--- config.mk ---
export PLATFORM = sky130hd
export DESIGN_NAME = invader_march_ctrl
export DESIGN_NICKNAME = d
export VERILOG_FILES = /design/src/rtl/invader_pkg.sv /design/src/rtl/alive_extent.sv /design/src/rtl/invader_march_ctrl.sv
export SDC_FILE = /design/constraint.sdc
export NUM_CORES = 1
export LEC_CHECK = 0
export CAP_MARGIN = 0
export CORE_MARGIN = 2
export CORE_UTILIZATION = 40
export CTS_BUF_LIST = sky130_fd_sc_hd__clkbuf_4
export DETAILED_ROUTE_END_ITERATION = 16
export GPL_TIMING_DRIVEN = 0
export PLACE_DENSITY = 0.63
export SLEW_MARGIN = 5
export SYNTH_ARGS = -nofsm -noshare
export SYNTH_HDL_FRONTEND = slang
export SYNTH_HIERARCHICAL = 1
export SYNTH_SLANG_ARGS = --single-unit
--- constraint.sdc ---
create_clock -name Clk -period 7.9 [get_ports Clk]
set_input_delay 0.79 -clock Clk [delete_from_list [all_inputs] [get_ports Clk]]
set_output_delay 0.79 -clock Clk [all_outputs]
set_load 0.02 [all_outputs]
--- src/rtl/invader_pkg.sv ---
// Shared formation geometry, derived widths and the march sequencer state type.
package invader_pkg;

    localparam int COLS    = 10;
    localparam int ROWS    = 5;
    localparam int PITCH_X = 48;
    localparam int PITCH_Y = 32;
    localparam int INV_W   = 32;
    localparam int INV_H   = 24;

    localparam int NINV    = COLS * ROWS;
    localparam int ALIVE_W = 6;
    localparam int COL_W   = $clog2(COLS);
    localparam int ROW_W   = $clog2(ROWS);
    // Extent sums are carried one bit wider than the 10-bit origin so they never wrap
    localparam int EXT_W   = 11;

    typedef enum logic [1:0] {
        IDLE,
        MARCH,
        LANDED,
        CLEARED
    } march_state_t;

endpackage

--- src/rtl/alive_extent.sv ---
// Live-invader count and occupied column/row extents of an alive mask.
module alive_extent
    import invader_pkg::*;
(
    input  logic [NINV-1:0]    mask,
    output logic [ALIVE_W-1:0] alive,
    output logic [COL_W-1:0]   colmin,
    output logic [COL_W-1:0]   colmax,
    output logic [ROW_W-1:0]   rowmax
);

    logic [COLS-1:0] col_any;
    logic [ROWS-1:0] row_any;

    // Popcount plus per-column / per-row occupancy, then priority scans for the extents.
    // An empty mask reports all extents as 0.
    always_comb begin
        alive   = '0;
        col_any = '0;
        row_any = '0;
        colmin  = '0;
        colmax  = '0;
        rowmax  = '0;
        for (int r = 0; r < ROWS; r++) begin
            for (int c = 0; c < COLS; c++) begin
                alive      = alive + ALIVE_W'(mask[r*COLS + c]);
                col_any[c] = col_any[c] | mask[r*COLS + c];
                row_any[r] = row_any[r] | mask[r*COLS + c];
            end
        end
        for (int c = COLS - 1; c >= 0; c--)
            if (col_any[c]) colmin = COL_W'(c);
        for (int c = 0; c < COLS; c++)
            if (col_any[c]) colmax = COL_W'(c);
        for (int r = 0; r < ROWS; r++)
            if (row_any[r]) rowmax = ROW_W'(r);
    end

endmodule

--- src/rtl/invader_march_ctrl.sv ---
// Per-frame formation sequencer: sideways steps, edge drops, landing and clear detection.
module invader_march_ctrl
    import invader_pkg::*;
#(
    parameter int X_MIN      = 8,
    parameter int X_MAX      = 631,
    parameter int Y_LAND     = 440,
    parameter int START_X    = 80,
    parameter int START_Y    = 40,
    parameter int STEP_X     = 4,
    parameter int STEP_Y     = 16,
    parameter int MIN_PERIOD = 2
) (
    input  logic            Clk,
    input  logic            Reset_n,
    input  logic            vsync,
    input  logic            Start,
    input  logic            Pause,
    input  logic [NINV-1:0] InvaderOn,
    output logic [9:0]      FormX,
    output logic [9:0]      FormY,
    output logic            Dir,
    output logic            StepPulse,
    output logic            AnimPhase,
    output logic            Landed,
    output logic            Cleared
);

    localparam int FCNT_W = 6;

    march_state_t        state_q, state_d;
    logic                vs_meta, vs_sync, vs_prev, tick;
    logic [ALIVE_W-1:0]  alive_c, alive_q;
    logic [COL_W-1:0]    colmin_c, colmax_c, colmin_q, colmax_q;
    logic [ROW_W-1:0]    rowmax_c, rowmax_q;
    logic [FCNT_W-1:0]   fcnt_q, fcnt_d, period_m1;
    logic [9:0]          fx_d, fy_d;
    logic                dir_d, phase_d, step_d;
    logic [EXT_W-1:0]    right_edge, left_edge, bottom;
    logic                hit_right, hit_left;

    alive_extent u_extent (
        .mask   (InvaderOn),
        .alive  (alive_c),
        .colmin (colmin_c),
        .colmax (colmax_c),
        .rowmax (rowmax_c)
    );

    // vsync crosses into Clk through two flops; the third flop gives the rising-edge tick
    always_ff @(posedge Clk or negedge Reset_n) begin
        if (!Reset_n) begin
            vs_meta <= 1'b0;
            vs_sync <= 1'b0;
            vs_prev <= 1'b0;
        end else begin
            vs_meta <= vsync;
            vs_sync <= vs_meta;
            vs_prev <= vs_sync;
        end
    end

    assign tick = vs_sync & ~vs_prev;

    // Frame snapshot of the mask; moves use the previous snapshot (one frame stale)
    always_ff @(posedge Clk or negedge Reset_n) begin
        if (!Reset_n) begin
            alive_q  <= '0;
            colmin_q <= '0;
            colmax_q <= '0;
            rowmax_q <= '0;
        end else if (tick) begin
            alive_q  <= alive_c;
            colmin_q <= colmin_c;
            colmax_q <= colmax_c;
            rowmax_q <= rowmax_c;
        end
    end

    assign period_m1  = FCNT_W'(MIN_PERIOD - 1) + FCNT_W'(alive_q >> 2);
    assign right_edge = EXT_W'(FormX) + EXT_W'(colmax_q) * EXT_W'(PITCH_X) + EXT_W'(INV_W - 1 + STEP_X);
    assign left_edge  = EXT_W'(FormX) + EXT_W'(colmin_q) * EXT_W'(PITCH_X);
    assign hit_right  = right_edge > EXT_W'(X_MAX);
    assign hit_left   = left_edge < EXT_W'(X_MIN + STEP_X);

    // Next state and next formation position; Start overrides any tick in the same cycle
    always_comb begin
        state_d = state_q;
        fcnt_d  = fcnt_q;
        fx_d    = FormX;
        fy_d    = FormY;
        dir_d   = Dir;
        phase_d = AnimPhase;
        step_d  = 1'b0;
        bottom  = '0;
        if (Start) begin
            state_d = MARCH;
            fcnt_d  = '0;
            fx_d    = 10'(START_X);
            fy_d    = 10'(START_Y);
            dir_d   = 1'b1;
            phase_d = 1'b0;
        end else if (tick && !Pause && state_q == MARCH) begin
            if (alive_c == '0) begin
                state_d = CLEARED;
            end else if (fcnt_q >= period_m1) begin
                fcnt_d  = '0;
                step_d  = 1'b1;
                phase_d = ~AnimPhase;
                if (Dir ? hit_right : hit_left) begin
                    fy_d  = FormY + 10'(STEP_Y);
                    dir_d = ~Dir;
                end else begin
                    fx_d = Dir ? FormX + 10'(STEP_X) : FormX - 10'(STEP_X);
                end
                bottom = EXT_W'(fy_d) + EXT_W'(rowmax_q) * EXT_W'(PITCH_Y) + EXT_W'(INV_H - 1);
                if (bottom >= EXT_W'(Y_LAND)) state_d = LANDED;
            end else begin
                fcnt_d = fcnt_q + 1'b1;
            end
        end
    end

    // Sequencer state, frame counter and formation outputs
    always_ff @(posedge Clk or negedge Reset_n) begin
        if (!Reset_n) begin
            state_q   <= IDLE;
            fcnt_q    <= '0;
            FormX     <= 10'(START_X);
            FormY     <= 10'(START_Y);
            Dir       <= 1'b1;
            AnimPhase <= 1'b0;
            StepPulse <= 1'b0;
        end else begin
            state_q   <= state_d;
            fcnt_q    <= fcnt_d;
            FormX     <= fx_d;
            FormY     <= fy_d;
            Dir       <= dir_d;
            AnimPhase <= phase_d;
            StepPulse <= step_d;
        end
    end

    assign Landed  = (state_q == LANDED);
    assign Cleared = (state_q == CLEARED);

endmodule
==> key figures, run 1 <==
Placement
  • DP HPWL: 10400 um
  • Dpl cell area: 0.00589 mm^2
  • Pre-CTS setup slack: -647 ps
  • Routability cong.: between 1 and 1.5
  • Port Buffers: 74

Timing
  • Max_slew headroom: approximately 63%
  • Count of pins over their slew limit: 0
  • Layout Skew: ~18 ps
  • Final period util: 96.7%
  • Worst Max-Slew Pin Slew: around 550 ps
  • Final WS setup: 259 ps
  • Hold slack: around 360 ps
  • Final-report setup violation count: 0
  • Period minus WS final: 7640 ps
  • FMAX: roughly 130 MHz
  • Final hold violation count: 0

Floorplanning
  • I/O Pins: 80
  • Die Area: 0.0133 mm^2
  • Core Rows: 40
  • Core box area: 0.0120 mm^2
  • Starting density of the core: 41.1%
  • Chip Width: about 120 um
  • DIE HEIGHT: 115 um

Worst setup path
  • Startpoint types: primary input
  • Kind of critical path: in -> reg
  • CP Buf/Inv Count: 8
  • Crit path top cell by count: fa_1
  • WP data required: roughly 8000 ps
  • Max stage delay on crit path: 590 ps
  • CP Data Arrival Time: 7940 ps
  • Worst path slowest cell: fa_1
  • Endpoint class of the critical path: register
  • Crit Path Max Fanout: 5
  • Delay-heaviest family, CP: adder cells

Clock tree
  • H-tree depth: 2
  • Max clock buf depth: 2
  • CTS tree: built
  • CTS sink cnt: 44
  • Clk_lat worst skew: 360 ps
  • Clock Tree Root: clkbuf_4
  • CTS Buf Count: 5
  • Clock-pin slew on the worst setup and hold paths: 150 ps

Yosys
  • Mapped cell area: between 0.004 and 0.005 mm^2
  • Yosys reg bits: 44
  • Synth area leader: dfrtp_1
  • Number of flops mapped to enable cells by yosys: 0
  • Syn Area/Cell: 9.22 um^2
  • Sequential share of the synthesized area: 22.4%
  • Post-Syn Instances: 536
  • Synth unique cells: 65
  • Synth Warn #: 6
  • Synth top area cells: dfrtp_1, fa_1, ha_1
  • Dominant synthesized flop cell: dfrtp_1
  • Async SR Flop Fraction: between 90% and 100%
  • Synth top area share: 19.8%

Detailed routing
  • Vias per std cell: slightly above 5
  • Post-route ant nets: 0
  • Mean routed wirelength per cell: 15.6 um
  • DR DRC count: 0
  • 1st-pass router iterations: 4
  • Final WL: 12100 um
  • Iteration-0 DRC Markers: 181
  • Total number of vias: 4016

Global routing
  • GRT Total Usage: 19.5%
  • Global-route wire length before repair: about 20000 um
  • Largest net degree at the start of global routing: 27
  • Antenna violations before repair: 0
  • Vias in the first global route: 4350
  • GRT Residual Overflow: 0

Final layout
  • FILL cells: 1140
  • Util after Layout: between 50% and 60%
  • Final Instance Area: around 0.006 mm^2
  • Commonest non-fill, non-tap cell in the layout: inv_1
  • Diode count: 0
  • Most frequent cells in the layout: inv_1, clkdlybuf4s50_1, ha_1, fa_1, nor2_1
  • Layout area overhead: 22.4%
  • FF+latch area: 0.00111 mm^2
  • Nets@finish: 780
  • Multi-input logic area: 0.00345 mm^2
  • Layout cells sized above 1: between 10% and 20%

Min path
  • Worst hold path type: in -> async

Power
  • Int Pwr: a little over 1000 uW
  • Max VDD drop: 0.372 mV
  • Pwr/cell area: 337 mW/mm^2
  • Sw power: 1010 uW
  • Sw Ratio: 49.6%
  • Clk pwr share: 7.1%
  • Comb pwr share: 80.0%
  • LEAKAGE: around 0.0028 uW
  • Share of power burned in registers: 12.9%

Flow run
  • Max Cap Viol: 0

Outcome
  • Status: completed
[registers in the layout, indices dropped and copies added, names as in the netlist]
| name | cells |
|---|---|
| Dir | 1 |
| FormY | 7 |
| StepPulse | 1 |
| colmin_q | 4 |
| state_q | 2 |
| fcnt_q | 6 |
| vs_prev | 1 |
| AnimPhase | 1 |
| alive_q | 4 |
| colmax_q | 4 |
| vs_sync | 1 |
| vs_meta | 1 |
| rowmax_q | 3 |
| FormX | 8 |
[layer usage]
| layer | GRT usage, % | part of all wire [%] | vias to the layer above |
|---|---|---|---|
| met5 | 0 | 0 | - |
| met4 | 5.38 | 1.9 | 0 |
| met3 | 2.32 | 3.7 | 16 |
| met2 | 35.1 | 49 | 102 |
| met1 | 24.8 | 45 | 1934 |
| li1 | - | - | 1964 |
[kinds of logic after synthesis]
group,synth area share (%)
AOI/OAI and AO/OA,12.2
xor gates and xnor gates,4.43
adders and majority gates,32.2
buffers and inverters,8.89
DFF,22.4
muxes,3.17
other,0.0759
and+or+nand+nor,16.6
[synth_stat cells, types with 3 or more instances]
master     n
a21o_1     7
a21oi_1   23
a31oi_1    3
buf_2      3
buf_4      5
clkbuf_1   3
dfrtp_1   39
dfstp_2    5
fa_1      45
ha_1      55
inv_1     99
mux2_2    12
nand2_1   35
nand2b_1   5
nand3_1   16
nand4_1    4
nor2_1    42
nor2_2     3
nor2b_1    3
nor3_1    14
nor4_1    13
o21ai_0   10
o21ai_1    6
o21bai_1   4
o31ai_1    3
or4_1      5
or4_4      3
xnor2_1   14
xor2_1    11
[stage by stage]
stage / cells / setup TNS [ps] / total power (uW)
floorplan: 540 / 0 / 1410
finish: 773 / 0 / 2040
global placement: 761 / -4790 / 1710
global route: 773 / -12.2 / 2280
CTS: 771 / 0 / 1980
detailed placement: 762 / -7620 / 1780
[cell type report]
cell class / count / area share [%]
Sequential cell: 44 / 18.3
Buffer: 11 / 1.10
Tap cell: 147 / 3.04
Multi-Input combinational cell: 385 / 57.1
Timing Repair Buffer: 78 / 12.9
Clock buffer: 5 / 0.621
Inverter: 100 / 6.21
Clock inverter: 3 / 0.704
[final timing paths]
| kind | from | end | slack, ps | cells after the start |
|---|---|---|---|---|
| setup / recovery | InvaderOn[0] | FormX[9]$_DFFE_PN0P_ | 260 | 29 |
| hold / removal | Reset_n | FormX[9]$_DFFE_PN0P_ | 360 | 1 |
| setup reg to reg | colmax_q[1]$_DFFE_PN0P_ | state_q[1]$_DFFE_PN0P_ | 2760 | 23 |
| hold reg to reg | vs_meta$_DFF_PN0_ | vs_sync$_DFF_PN0_ | 370 | 0 |
| max in group asynchronous | Reset_n | FormY[3]$_DFFE_PN1P_ | 6950 | 2 |
| min in group Clk | vs_meta$_DFF_PN0_ | vs_sync$_DFF_PN0_ | 370 | 0 |
[repair_timing]
item,CTS,global route
pin swaps,0,7
setup endpoints to repair,8,9
hold buffers,0,0
buffers inserted,1,2
gates resized for setup,5,9
[power groups by stage]
stage               clock network [uW]  logic, uW  registers, uW
CTS                                151       1560            263
detailed placement                   0       1510            267
global route                       162       1850            266
floorplan                            0       1140            266
finish                             144       1630            263
global placement                     0       1450            266
Note: power is estimated with default switching activity, not from simulation.
==> inputs of run 2 (changes only) <==
--- a/config.mk
+++ b/config.mk
@@ -5,10 +5,11 @@
 export SDC_FILE = /design/constraint.sdc
 export NUM_CORES = 1
 export LEC_CHECK = 0
-export CAP_MARGIN = 0
+export CAP_MARGIN = 20
 export CORE_MARGIN = 2
 export CORE_UTILIZATION = 40
 export CTS_BUF_LIST = sky130_fd_sc_hd__clkbuf_4
+export CTS_CLUSTER_DIAMETER = 50
 export DETAILED_ROUTE_END_ITERATION = 16
 export GPL_TIMING_DRIVEN = 0
 export PLACE_DENSITY = 0.63
==> results of run 2 <==
Same layout as run 1: the final DEF is identical, and so are final timing and power.
==> inputs of run 3 (changes only) <==
--- a/config.mk
+++ b/config.mk
@@ -5,8 +5,9 @@
 export SDC_FILE = /design/constraint.sdc
 export NUM_CORES = 1
 export LEC_CHECK = 0
+export ABC_AREA = 1
 export CAP_MARGIN = 20
-export CORE_MARGIN = 2
+export CORE_MARGIN = 5
 export CORE_UTILIZATION = 40
 export CTS_BUF_LIST = sky130_fd_sc_hd__clkbuf_4
 export CTS_CLUSTER_DIAMETER = 50
==> key figures, run 3 <==
Flow run
  • Max Cap Viol: 0

Final layout
  • Most frequent cells in the layout: inv_1, nand2_1, clkdlybuf4s50_1, ha_1, fa_1
  • Max reg flops: 8
  • Diode count: 0
  • Layout cells sized above 1: under 10%
  • Largest regs: FormX: 8 flops, FormY: 7 flops, fcnt_q: 6 flops
  • Commonest non-fill, non-tap cell in the layout: inv_1
  • Register bank with the most flops: FormX
  • Layout area overhead: 20.8%
  • Nets@finish: approximately 870

Yosys
  • Post-Syn Instances: 632
  • Synth area leader: dfrtp_1
  • Number of flops mapped to enable cells by yosys: 0
  • Sequential share of the synthesized area: about 22%
  • Dominant synthesized flop cell: dfrtp_1
  • Syn Area/Cell: 7.90 um^2
  • Yosys reg bits: 44
  • Most common cell in the netlist: inv_1
  • Async SR Flop Fraction: 100%
  • Most frequent cells after synthesis: inv_1, nand2_1, ha_1, fa_1, nor2_1
  • Mapped cell area: ~0.005 mm^2
  • Synth unique cells: 44
  • Synth Warn #: 6
  • Synth top area share: 19.6%
  • Synth top area cells: dfrtp_1, fa_1, ha_1

Timing
  • Final period util: between 90% and 100%
  • Count of pins over their slew limit: 0
  • Period minus WS final: 7220 ps
  • Setup tns final: 0 ps
  • Max_slew headroom: 62.5%
  • RSZ-0062 raised after global routing: no
  • Worst Max-Slew Pin Slew: 563 ps
  • Layout Skew: approximately 17 ps
  • Final-report setup violation count: 0
  • Final hold violation count: 0
  • Hold slack: around 350 ps
  • FMAX: 139 MHz

Detailed routing
  • Final WL: 11700 um
  • Post-route ant nets: 0
  • DR WL met2: between 5000 and 6000 um
  • Met3 Wirelength: 658 um
  • Total number of vias: 4238
  • DR DRC count: 0
  • Max Used Layer: met4
  • Iteration-0 DRC Markers: approximately 220
  • Vias per std cell: 4.78
  • 1st-pass router iterations: 4
  • Mean routed wirelength per cell: 13.2 um
  • WL met1: 5270 um

Worst setup path
  • Endpoint class of the critical path: register
  • Crit Path Max Fanout: 7
  • Max stage delay on crit path: a little under 600 ps
  • Startpoint types: primary input
  • CP Buf/Inv Count: 7
  • Crit path top cell by count: fa_1
  • CP Data Arrival Time: about 7500 ps
  • Worst path slowest cell: fa_1
  • WP data required: 8170 ps
  • Delay-heaviest family, CP: adder cells
  • Kind of critical path: in -> reg
  • Reg2reg setup slack: 3680 ps

Power
  • Max VDD drop: slightly below 0.4 mV
  • Pwr/cell area: 402 mW/mm^2
  • LEAKAGE: between 0.003 and 0.004 uW
  • Overall Power: approximately 2400 uW

Clock tree
  • Clock-pin slew on the worst setup and hold paths: about 140 ps
  • H-tree depth: 2
  • CTS sink cnt: 44
  • Max clock buf depth: 2
  • Hold_buf cts: 0
  • Clk_lat worst skew: 370 ps
  • CTS Buf Count: 5
  • Post_cts resized: 0
  • Clock Tree Root: clkbuf_4
  • Setup bufs post-CTS: 0
  • CTS tree: built

Floorplanning
  • Core Rows: 40
  • Die Area: approximately 0.015 mm^2
  • Core box area: 0.0121 mm^2
  • Chip Width: between 100 and 150 um
  • Starting density of the core: about two fifths
  • I/O Pins: 80
  • DIE HEIGHT: 122 um

Global routing
  • Largest net degree at the start of global routing: 26
  • GRT Total Usage: 16.8%
  • GRT Residual Overflow: 0
  • Global-route wire length before repair: 20400 um
  • Vias in the first global route: 4486
  • Antenna violations before repair: 0

Min path
  • Worst hold path type: in -> async

Placement
  • Routability cong.: 0.934
  • Port Buffers: 74
  • DP HPWL: 10400 um

Outcome
  • Status: completed
run 3: cell count changes in the layout (fill, tap and decap cells not counted), sizes merged, moves of 5 or more:
cell	before	now
mux2	13	0
nand2b	5	0
a21o	7	1
or4	8	0
nand2	35	130
o22ai	1	8
xor2	11	16
xnor2	14	6
nand3	18	37
nor4	15	7
inv	100	149
run 3: worst paths after layout:
kind                                    startpoint                     end  cells past startpoint
max in group asynchronous                  Reset_n         Dir$_DFFE_PN1P_                      2
min in group Clk                 vs_meta$_DFF_PN0_       vs_sync$_DFF_PN0_                      0
min reg2reg                      vs_meta$_DFF_PN0_       vs_sync$_DFF_PN0_                      0
min                                        Reset_n    FormX[3]$_DFFE_PN0P_                      1
max                                   InvaderOn[0]    FormX[5]$_DFFE_PN0P_                     25
max reg2reg                colmax_q[1]$_DFFE_PN0P_  state_q[0]$_DFFE_PN0P_                     26
run 3: final cells by class:
| type | instances | area, um^2 |
|---|---|---|
| Buffer | 9 | 53.8 |
| Tap cell | 168 | 210 |
| Inverter | 150 | 564 |
| Timing Repair Buffer | 75 | 756 |
| Clock buffer | 5 | 37.5 |
| Sequential cell | 44 | 1110 |
| Multi-Input combinational cell | 433 | 3280 |
| Fill cell | 1187 | 6080 |
| Clock inverter | 3 | 18.8 |
run 3: cell families (layout without fill, tap and decap cells):
| group | count (synthesis) | after routing | share of synthesized area (%) |
|---|---|---|---|
| other | 1 | 5 | 0.0752 |
| buffers and inverters | 159 | 242 | 12.4 |
| adders and majority gates | 100 | 100 | 31.8 |
| and+or+nand+nor | 246 | 246 | 22.8 |
| DFF | 44 | 44 | 22.2 |
| AOI/OAI and AO/OA | 60 | 60 | 6.80 |
| xor gates and xnor gates | 22 | 22 | 3.86 |
run 3: where the power goes:
part	switching [uW]	total, uW	internal [uW]
logic	1150	1970	824
registers	59.3	339	279
clock network	78.6	112	33.6
total	1280	2420	1140
run 3: metal layers:
| metal | global-route usage (%) | up-vias |
|---|---|---|
| met5 | 0 | - |
| met4 | 4.90 | 0 |
| met3 | 2.55 | 16 |
| met2 | 29.5 | 127 |
| met1 | 21.5 | 1975 |
| li1 | - | 2120 |
run 3: metrics by stage:
step | setup slack (ps) | cell area (um^2) | utilization (%) | std cells
final | 684 | 6030 | 49.8 | 887
after global routing | 175 | 6030 | 49.8 | 887
after CTS | 625 | 6030 | 49.8 | 887
after detailed placement | 245 | 5970 | 49.3 | 879
after global placement | 311 | 5960 | 49.2 | 878
after floorplan | 1270 | 5000 | - | 636
